## src/rtl/down_timer_if.sv

```systemverilog
// Control/status bundle for down_timer.
// Optional macro DOWN_TIMER_AUTO_RELOAD_EN adds the auto_reload request line.
interface down_timer_if #(
  parameter int WIDTH = 4
);
  logic             load_valid;
  logic             load_ready;
  logic [WIDTH-1:0] load_value;
  logic             start;
  logic             pause;
  logic             abort;
`ifdef DOWN_TIMER_AUTO_RELOAD_EN
  logic             auto_reload;
`endif
  logic [WIDTH-1:0] count;
  logic             busy;
  logic             tc;

  // Requester side: drives loads and run controls, observes the timer.
  modport master (
    output load_valid, load_value, start, pause, abort,
`ifdef DOWN_TIMER_AUTO_RELOAD_EN
    output auto_reload,
`endif
    input  load_ready, count, busy, tc
  );

  // Timer side.
  modport slave (
    input  load_valid, load_value, start, pause, abort,
`ifdef DOWN_TIMER_AUTO_RELOAD_EN
    input  auto_reload,
`endif
    output load_ready, count, busy, tc
  );
endinterface

```

## src/rtl/down_timer.sv

```systemverilog
// Loadable, pausable down-counting timer with a one-cycle terminal-count pulse.
// Optional macro DOWN_TIMER_AUTO_RELOAD_EN: when defined, a terminal edge with
// auto_reload=1 reloads the last loaded value and keeps running (periodic tc).
module down_timer #(
  parameter int WIDTH = 4
) (
  input  logic         clk,
  input  logic         rst,
  down_timer_if.slave  tmr
);

  typedef enum logic [1:0] {
    IDLE = 2'd0,
    RUN  = 2'd1,
    DONE = 2'd2
  } state_e;

  state_e           state_q, state_d;
  logic [WIDTH-1:0] count_q, count_d;
  logic [WIDTH-1:0] reload_q, reload_d;
  logic             tc_q, tc_d;

  logic load_ready;
  logic load_acc;
  logic auto_rl;

  // Loads are only taken while the counter is not running.
  assign load_ready = (state_q != RUN);
  assign load_acc   = tmr.load_valid && load_ready;

`ifdef DOWN_TIMER_AUTO_RELOAD_EN
  assign auto_rl = tmr.auto_reload;
`else
  assign auto_rl = 1'b0;
`endif

  // State and datapath registers; reset clears everything immediately.
  always_ff @(posedge clk or posedge rst) begin
    if (rst) begin
      state_q  <= IDLE;
      count_q  <= '0;
      reload_q <= '0;
      tc_q     <= 1'b0;
    end else begin
      state_q  <= state_d;
      count_q  <= count_d;
      reload_q <= reload_d;
      tc_q     <= tc_d;
    end
  end

  // Next-state and datapath decode.
  always_comb begin
    state_d  = state_q;
    count_d  = count_q;
    reload_d = reload_q;
    tc_d     = 1'b0;
    unique case (state_q)
      IDLE: begin
        if (load_acc) begin
          // load beats a simultaneous start
          count_d  = tmr.load_value;
          reload_d = tmr.load_value;
        end else if (tmr.start && (count_q != '0)) begin
          state_d = RUN;
        end
      end
      RUN: begin
        if (tmr.abort) begin
          // stop without touching the count; a later start resumes from here
          state_d = IDLE;
        end else if (!tmr.pause) begin
          if (count_q == WIDTH'(1)) begin
            tc_d = 1'b1;
            if (auto_rl) begin
              count_d = reload_q;
            end else begin
              count_d = '0;
              state_d = DONE;
            end
          end else if (count_q != '0) begin
            // zero cannot be reached here in normal use; never wrap
            count_d = count_q - WIDTH'(1);
          end
        end
      end
      DONE: begin
        if (load_acc) begin
          count_d  = tmr.load_value;
          reload_d = tmr.load_value;
          state_d  = IDLE;
        end
      end
      default: begin
        state_d = IDLE;
      end
    endcase
  end

  assign tmr.load_ready = load_ready;
  assign tmr.busy       = (state_q == RUN);
  assign tmr.count      = count_q;
  assign tmr.tc         = tc_q;

endmodule

```

## src/flat_wrapper.sv

```systemverilog
// flat-port wrapper written by rule: the top's interface ports become plain ports
module down_timer_flat 
#(
  parameter int WIDTH = 4
)
  (clk, rst, tmr_load_valid, tmr_load_value, tmr_start, tmr_pause, tmr_abort, tmr_load_ready, tmr_count, tmr_busy, tmr_tc);
  down_timer_if #(.WIDTH(WIDTH)) tmr_i ();
  input  logic clk;
  input  logic rst;
  input wire logic [$bits(tmr_i.load_valid)-1:0] tmr_load_valid;
  input wire logic [$bits(tmr_i.load_value)-1:0] tmr_load_value;
  input wire logic [$bits(tmr_i.start)-1:0] tmr_start;
  input wire logic [$bits(tmr_i.pause)-1:0] tmr_pause;
  input wire logic [$bits(tmr_i.abort)-1:0] tmr_abort;
  output wire logic [$bits(tmr_i.load_ready)-1:0] tmr_load_ready;
  output wire logic [$bits(tmr_i.count)-1:0] tmr_count;
  output wire logic [$bits(tmr_i.busy)-1:0] tmr_busy;
  output wire logic [$bits(tmr_i.tc)-1:0] tmr_tc;
  assign tmr_i.load_valid = tmr_load_valid;
  assign tmr_i.load_value = tmr_load_value;
  assign tmr_i.start = tmr_start;
  assign tmr_i.pause = tmr_pause;
  assign tmr_i.abort = tmr_abort;
  assign tmr_load_ready = tmr_i.load_ready;
  assign tmr_count = tmr_i.count;
  assign tmr_busy = tmr_i.busy;
  assign tmr_tc = tmr_i.tc;
  down_timer #(.WIDTH(WIDTH)) u_core (.clk(clk), .rst(rst), .tmr(tmr_i));
endmodule
```

## config.mk

```make
export PLATFORM = sky130hd
export DESIGN_NAME = down_timer_flat
export DESIGN_NICKNAME = d
export VERILOG_FILES = /design/src/rtl/down_timer_if.sv /design/src/rtl/down_timer.sv /design/src/flat_wrapper.sv
export SDC_FILE = /design/constraint.sdc
export NUM_CORES = 1
export LEC_CHECK = 0
export CAP_MARGIN = 10
export CORE_AREA = 10 10 47 49
export CTS_CLUSTER_DIAMETER = 100
export DETAILED_ROUTE_END_ITERATION = 10
export DIE_AREA = 0 0 57 59
export PLACE_DENSITY = 0.69
export SYNTH_ARGS = -nofsm -noshare
export SYNTH_HDL_FRONTEND = slang
export SYNTH_SLANG_ARGS = --single-unit
```

## constraint.sdc

```tcl
create_clock -name clk -period 2.3 [get_ports clk]
set_input_delay 0.46 -clock clk [delete_from_list [all_inputs] [get_ports clk]]
set_output_delay 0.46 -clock clk [all_outputs]
set_load 0.005 [all_outputs]
```

==> run_results.csv, run 1 <==
group,metric,value,unit
outcome,status,"completed",
floorplanning,die_y,59,um
detailed_routing,vias,462,
detailed_routing,first_pass_iters,4,
detailed_routing,post_drt_wl_per_cell,14.0,um
detailed_routing,wirelength,1220,um
sta,rsz0062_at_grt,"false",
floorplanning,core_area,1400,um2
finish,layout.area.seq,175,um2
clock_network,h-tree-depth,1,
floorplanning,ios,17,
power_and_ir_drop,power,535,uW
finish,antenna_cells,0,
synthesis,syn_area,479,um2
floorplanning,dieArea,3360,um2
global_routing,met1_usage,0.0692,
global_routing,gr-usage-met3,0.0622,
global_routing,busiest_layer,"met2",
clock_network,cts_hold_buf,0,
sta,setup_tns,0,ns
sta,min_period,1.90,ns
synthesis,synthDistinctLibCells,28,
finish,fin_util,0.486,
placement,pre_cts_ws,0.166,ns
sta,tightest_slew,0.330,ns
detailed_routing,drc,0,
worst_setup_path,cp.required,1.84,ns
floorplanning,placementRows,14,
clock_network,cts.sinks,7,
sta,final_hold_viol_count,0,
synthesis,async_flop_share,1.00,
global_routing,gr-usage-all-layers,0.0727,
clock_network,clk_latency,0.25,ns
placement,place.port_buffers,16,
synthesis,synth_edf_count,0,
global_routing,grt_pass1_wl,1900,um
clock_network,cts_buffer_depth,2,
floorplanning,initial_core_util,0.342,
finish,syn_to_final_growth,42.0,%
global_routing,grt_pass1_vias,441,
synthesis,syn_inst,52,
detailed_routing,drt_iter0_drc,21,
clock_network,path_clk_slew,0.05,ns
finish,stdcell_area,681,um2
synthesis,synth_top_area_frac,0.366,
clock_network,numCtsBuffers,3,
detailed_routing,postRouteAntennaNets,0,
flow_run,cap_violations,0,
sta,layout_setup_ws,0.397,ns
hold_path,hp-class,"in -> async",
finish,nets,84,
sta,clock.fmax,525,MHz
clock_network,cts_tree,"yes",
sta,skew,0.000995,ns
worst_setup_path,end_kind,"primary output",
worst_setup_path,worstPathMaxFanout,10,
finish,fillerInstances,147,
power_and_ir_drop,irDropWorstVdd,0.452,mV
finish,multiInputGateArea,265,um2
clock_network,clockRootBuffer,"clkbuf_4",
detailed_routing,avgViaCountPerCell,5.31,
sta,slew_headroom,0.777,
synthesis,ys.warnings.count,0,
floorplanning,die_x,57,um
synthesis,synthTopCellsByArea,"dfrtp_1, inv_1, ha_1, nor2b_1, o311a_1",
worst_setup_path,cp-start-kind,"flip-flop",
global_routing,met2_usage,0.112,
synthesis,synth_top_flop_cell,"dfrtp_1",
placement,dpl_cell_area,654,um2
synthesis,synth_commonest_cells,"dfrtp_1, inv_1, nor2_1, nor2b_1, nand2b_1",
clock_network,post_cts_buffers,0,
synthesis,synth_nets,64,
sta,setup_viol,0,
placement,hpwlAfterDp,952,um
power_and_ir_drop,p_leak,0.000300,uW
synthesis,synth_top_cell_by_area,"dfrtp_1",
sta,finalCritPeriodShare,0.827,
power_and_ir_drop,power_density,786,nW/um2
worst_setup_path,path_class,"reg -> out",
global_routing,antenna_found_initial,0,
synthesis,ys_ff_latch,7,
placement,gp_congestion,0.783,
global_routing,grt-ovfl-total,0,
synthesis,avgSynthCellArea,9.22,um2
clock_network,cts_resized,0,
worst_setup_path,crit_arrival,1.44,ns
sta,maxSlewViolCount,0,
finish,drive_gt1_frac,0.0845,
synthesis,ys_seq_area_frac,0.366,
global_routing,grt_start_max_net_pins,11,
## cells in the final DEF, fill, tap and decap left out
cell type        Yosys  routed
a21oi_1              1       1
inv_1                7       7
or4b_1               1       1
o21ai_0              2       2
ha_1                 2       2
dfrtp_1              7       7
clkbuf_4             0       3
nor2_1               4       4
a211oi_1             1       1
o221ai_1             1       1
and3_1               1       1
or4_1                1       1
nor3_1               1       1
o211ai_1             2       2
nor2b_1              4       4
o41ai_1              1       1
nand2b_1             3       3
mux2_2               1       1
or3b_2               1       1
a21o_1               1       1
a221o_1              1       1
nor4b_1              1       1
buf_4                1       1
and2_1               1       1
a211o_1              1       1
clkdlybuf4s50_1      0      16
o311a_1              2       2
nand3b_1             1       1
clkbuf_1             0       1
o311ai_0             1       1
## stage by stage
| stage | cells | hold WS, ns |
|---|---|---|
| after global routing | 87 | 0.459 |
| final | 87 | 0.439 |
| after detailed placement | 83 | 0.511 |
| after floorplan | 52 | 0.263 |
| after global placement | 83 | 0.515 |
| after CTS | 87 | 0.439 |
## layout make-up
type / count / area share
clock buffers: 4 / 0.0386
inverters: 7 / 0.0386
multi-input cells: 36 / 0.390
flip-flops and latches: 7 / 0.257
well taps: 16 / 0.0294
repair buffers: 17 / 0.246
## power by group
| group | internal (uW) | switching [uW] | leakage [uW] |
|---|---|---|---|
| Combinational | 140 | 89.8 | 0.000197 |
| Clock | 66.0 | 42.9 | 0.0000150 |
| Sequential | 150 | 46.1 | 0.0000873 |
| Total | 356 | 179 | 0.000300 |
## critical path: stages (launching register included)
cell	delay (ns)
dfrtp_1	0.50
nand2b_1	0.14
inv_1	0.07
clkdlybuf4s50_1	0.49
## state kept, by name (all words and copies together), names as in the netlist
register          count
u_core.tmr.tc         1
u_core.tmr.count      4
u_core.state_q        2
## logic make-up after synthesis
family,synth area share
and+or+nand+nor,0.248
AOI/OAI and AO/OA,0.230
adders and majority gates,0.0522
DFF,0.366
buffers and inverters,0.0809
muxes,0.0235
## path summary, 6_finish.rpt
check | start | end | slack (ns) | cells after the start
worst max-delay path | u_core.state_q[0]$_DFFE_PP0P_ | tmr_busy | 0.40 | 3
max in group asynchronous | rst | u_core.state_q[0]$_DFFE_PP0P_ | 1.65 | 2
worst min register to register | u_core.state_q[1]$_DFFE_PP0P_ | u_core.state_q[0]$_DFFE_PP0P_ | 0.52 | 1
worst min-delay path | rst | u_core.tmr.count[3]$_DFFE_PP0P_ | 0.44 | 2
min in group clk | u_core.state_q[1]$_DFFE_PP0P_ | u_core.state_q[0]$_DFFE_PP0P_ | 0.52 | 1
worst max register to register | u_core.tmr.count[1]$_DFFE_PP0P_ | u_core.tmr.count[0]$_DFFE_PP0P_ | 0.51 | 5
## metal layers
| metal | share of wire | wire, um |
|---|---|---|
| met5 | 0 | 0 |
| met4 | 0 | 0 |
| met3 | 0.13 | 154 |
| met2 | 0.46 | 555 |
| met1 | 0.42 | 509 |
(Power assumes the default switching activity.)
==> run 2: changes to the inputs <==
--- a/config.mk
+++ b/config.mk
@@ -10,7 +10,7 @@
 export CTS_CLUSTER_DIAMETER = 100
 export DETAILED_ROUTE_END_ITERATION = 10
 export DIE_AREA = 0 0 57 59
-export PLACE_DENSITY = 0.69
+export PLACE_DENSITY = 0.72
 export SYNTH_ARGS = -nofsm -noshare
 export SYNTH_HDL_FRONTEND = slang
 export SYNTH_SLANG_ARGS = --single-unit
==> constraint.sdc (replaced) <==
create_clock -name clk -period 1.6 [get_ports clk]
set_input_delay 0.32 -clock clk [delete_from_list [all_inputs] [get_ports clk]]
set_output_delay 0.32 -clock clk [all_outputs]
set_load 0.005 [all_outputs]
==> run 2 against run 1 <==
  * Worst hold slack got worse by 0.14 ns
  * Final area increased by 24%
  * Largest cell class unchanged
  * Via count increased by 9.1%
==> run_results.csv, run 2 (synthesis gave the netlist of run 1 again) <==
group,metric,value,unit
outcome,status,"completed",
worst_setup_path,cp-start-kind,"flip-flop",
detailed_routing,postRouteAntennaNets,0,
finish,layout.area.seq,180,um2
detailed_routing,drc,0,
clock_network,numCtsBuffers,3,
sta,clock.fmax,631,MHz
sta,min_period,1.58,ns
worst_setup_path,cp.required,1.73,ns
detailed_routing,avgViaCountPerCell,5.09,
clock_network,cts_tree,"yes",
finish,antenna_cells,0,
finish,multiInputGateArea,332,um2
placement,gp_congestion,0.880,
finish,final_common_cell,"buf_4",
floorplanning,ios,17,
worst_setup_path,end_kind,"flip-flop",
sta,setup_tns,0,ns
global_routing,antenna_found_initial,0,
global_routing,gr-usage-all-layers,0.0904,
global_routing,grt_pass1_wl,2330,um
clock_network,cts.sinks,7,
floorplanning,dieArea,3360,um2
sta,final_hold_viol_count,0,
power_and_ir_drop,switchingPower,348,uW
detailed_routing,vias,504,
power_and_ir_drop,power_density,1170,nW/um2
detailed_routing,first_pass_iters,4,
finish,nets,96,
floorplanning,die_y,59,um
power_and_ir_drop,switching_share,0.352,
floorplanning,placementRows,14,
power_and_ir_drop,clock_power_share,0.170,
sta,skew,0.00177,ns
finish,final_cell_mix,"buf_4, clkdlybuf4s50_1, inv_1",
power_and_ir_drop,irDropWorstVdd,0.749,mV
finish,stdcell_area,847,um2
finish,fin_util,0.604,
global_routing,grt-ovfl-total,0,
finish,largest_reg_flops,4,
floorplanning,core_area,1400,um2
placement,hpwlAfterDp,1120,um
finish,fillerInstances,129,
sta,maxSlewViolCount,0,
worst_setup_path,worstPathMaxFanout,6,
sta,tightest_slew,0.353,ns
power_and_ir_drop,intPower,640,uW
clock_network,h-tree-depth,1,
clock_network,clockRootBuffer,"clkbuf_4",
detailed_routing,wirelength,1610,um
clock_network,cts_buffer_depth,2,
detailed_routing,post_drt_wl_per_cell,16.2,um
power_and_ir_drop,p_leak,0.000397,uW
floorplanning,die_x,57,um
placement,dpl_cell_area,726,um2
clock_network,path_clk_slew,0.06,ns
sta,rsz0062_at_grt,"true",
floorplanning,initial_core_util,0.342,
global_routing,grt_start_max_net_pins,10,
power_and_ir_drop,p_comb_frac,0.534,
detailed_routing,drt_iter0_drc,12,
hold_path,hp-class,"in -> async",
sta,finalCritPeriodShare,0.991,
finish,drive_gt1_frac,0.398,
worst_setup_path,crit_arrival,1.72,ns
sta,slew_headroom,0.762,
finish,syn_to_final_growth,76.8,%
clock_network,clk_latency,0.26,ns
global_routing,grt_pass1_vias,537,
placement,place.port_buffers,16,
sta,setup_viol,0,
worst_setup_path,path_class,"reg -> reg",
flow_run,cap_violations,0,
power_and_ir_drop,seqPwrFrac,0.295,
-- run 2: cell count changes in the layout (fill, tap and decap cells not counted), sizes merged --
| cell | delta |
|---|---|
| buf | +12 |
| clkdlybuf4s50 | -5 |
| dlymetal6s2s | +3 |
| dlygate4sd2 | +2 |
-- run 2: worst paths after layout --
kind                                               start                         endpoint  slack (ns)  depth (start not counted)
max                        u_core.state_q[1]$_DFFE_PP0P_  u_core.tmr.count[3]$_DFFE_PP0P_        0.02                          3
min                                                  rst    u_core.state_q[1]$_DFFE_PP0P_        0.30                          2
max reg2reg                u_core.state_q[1]$_DFFE_PP0P_  u_core.tmr.count[3]$_DFFE_PP0P_        0.02                          3
min reg2reg                u_core.state_q[1]$_DFFE_PP0P_    u_core.state_q[0]$_DFFE_PP0P_        0.61                          2
max in group asynchronous                            rst  u_core.tmr.count[0]$_DFFE_PP0P_        1.05                          2
min in group clk                               tmr_abort          u_core.tmr.tc$_DFF_PP0_        0.44                          3
-- run 2: timing repair --
item	in CTS	in global routing
buffers inserted	0	4
resized for setup	12	8
pin swaps	2	2
endpoints found under the setup margin	8	7
hold endpoints to repair	0	0
hold buffers	0	0
-- run 2: area by class of cell --
| type | count | share of cell area |
|---|---|---|
| Clock buffer | 4 | 0.0310 |
| Sequential cell | 7 | 0.213 |
| Tap cell | 16 | 0.0236 |
| Inverter | 7 | 0.0310 |
| Multi-Input combinational cell | 36 | 0.391 |
| Timing Repair Buffer | 29 | 0.310 |
-- run 2: metrics by stage --
step	hold slack (ns)	setup slack, ns	power (uW)	instances
after floorplan	0.123	0.00997	471	52
after global placement	0.577	-0.335	687	91
after detailed placement	0.570	-0.379	697	91
after CTS	0.317	-0.0363	900	95
after global routing	0.327	-0.0201	1040	99
final	0.301	0.0152	988	99
-- run 2: worst max-delay path: stages (launching register included) --
cell	delay [ns]
dfrtp_1	0.40
or4b_4	0.59
and3_4	0.20
a221o_1	0.27
-- run 2: layer usage --
layer / vias up / global-route usage / routed length (um) / part of all wire
met5: - / 0 / 0 / 0
met4: 0 / 0.0403 / 28 / 0.017
met3: 4 / 0.0494 / 118 / 0.073
met2: 19 / 0.152 / 739 / 0.46
met1: 231 / 0.0905 / 719 / 0.45
li1: 250 / - / - / -
-- run 2: power groups by stage --
stage               Clock (uW)  Combinational, uW  Sequential [uW]
floorplan                    0                204              267
global placement             0                413              274
detailed placement           0                419              278
CTS                        171                443              286
global route               180                564              299
finish                     168                528              292
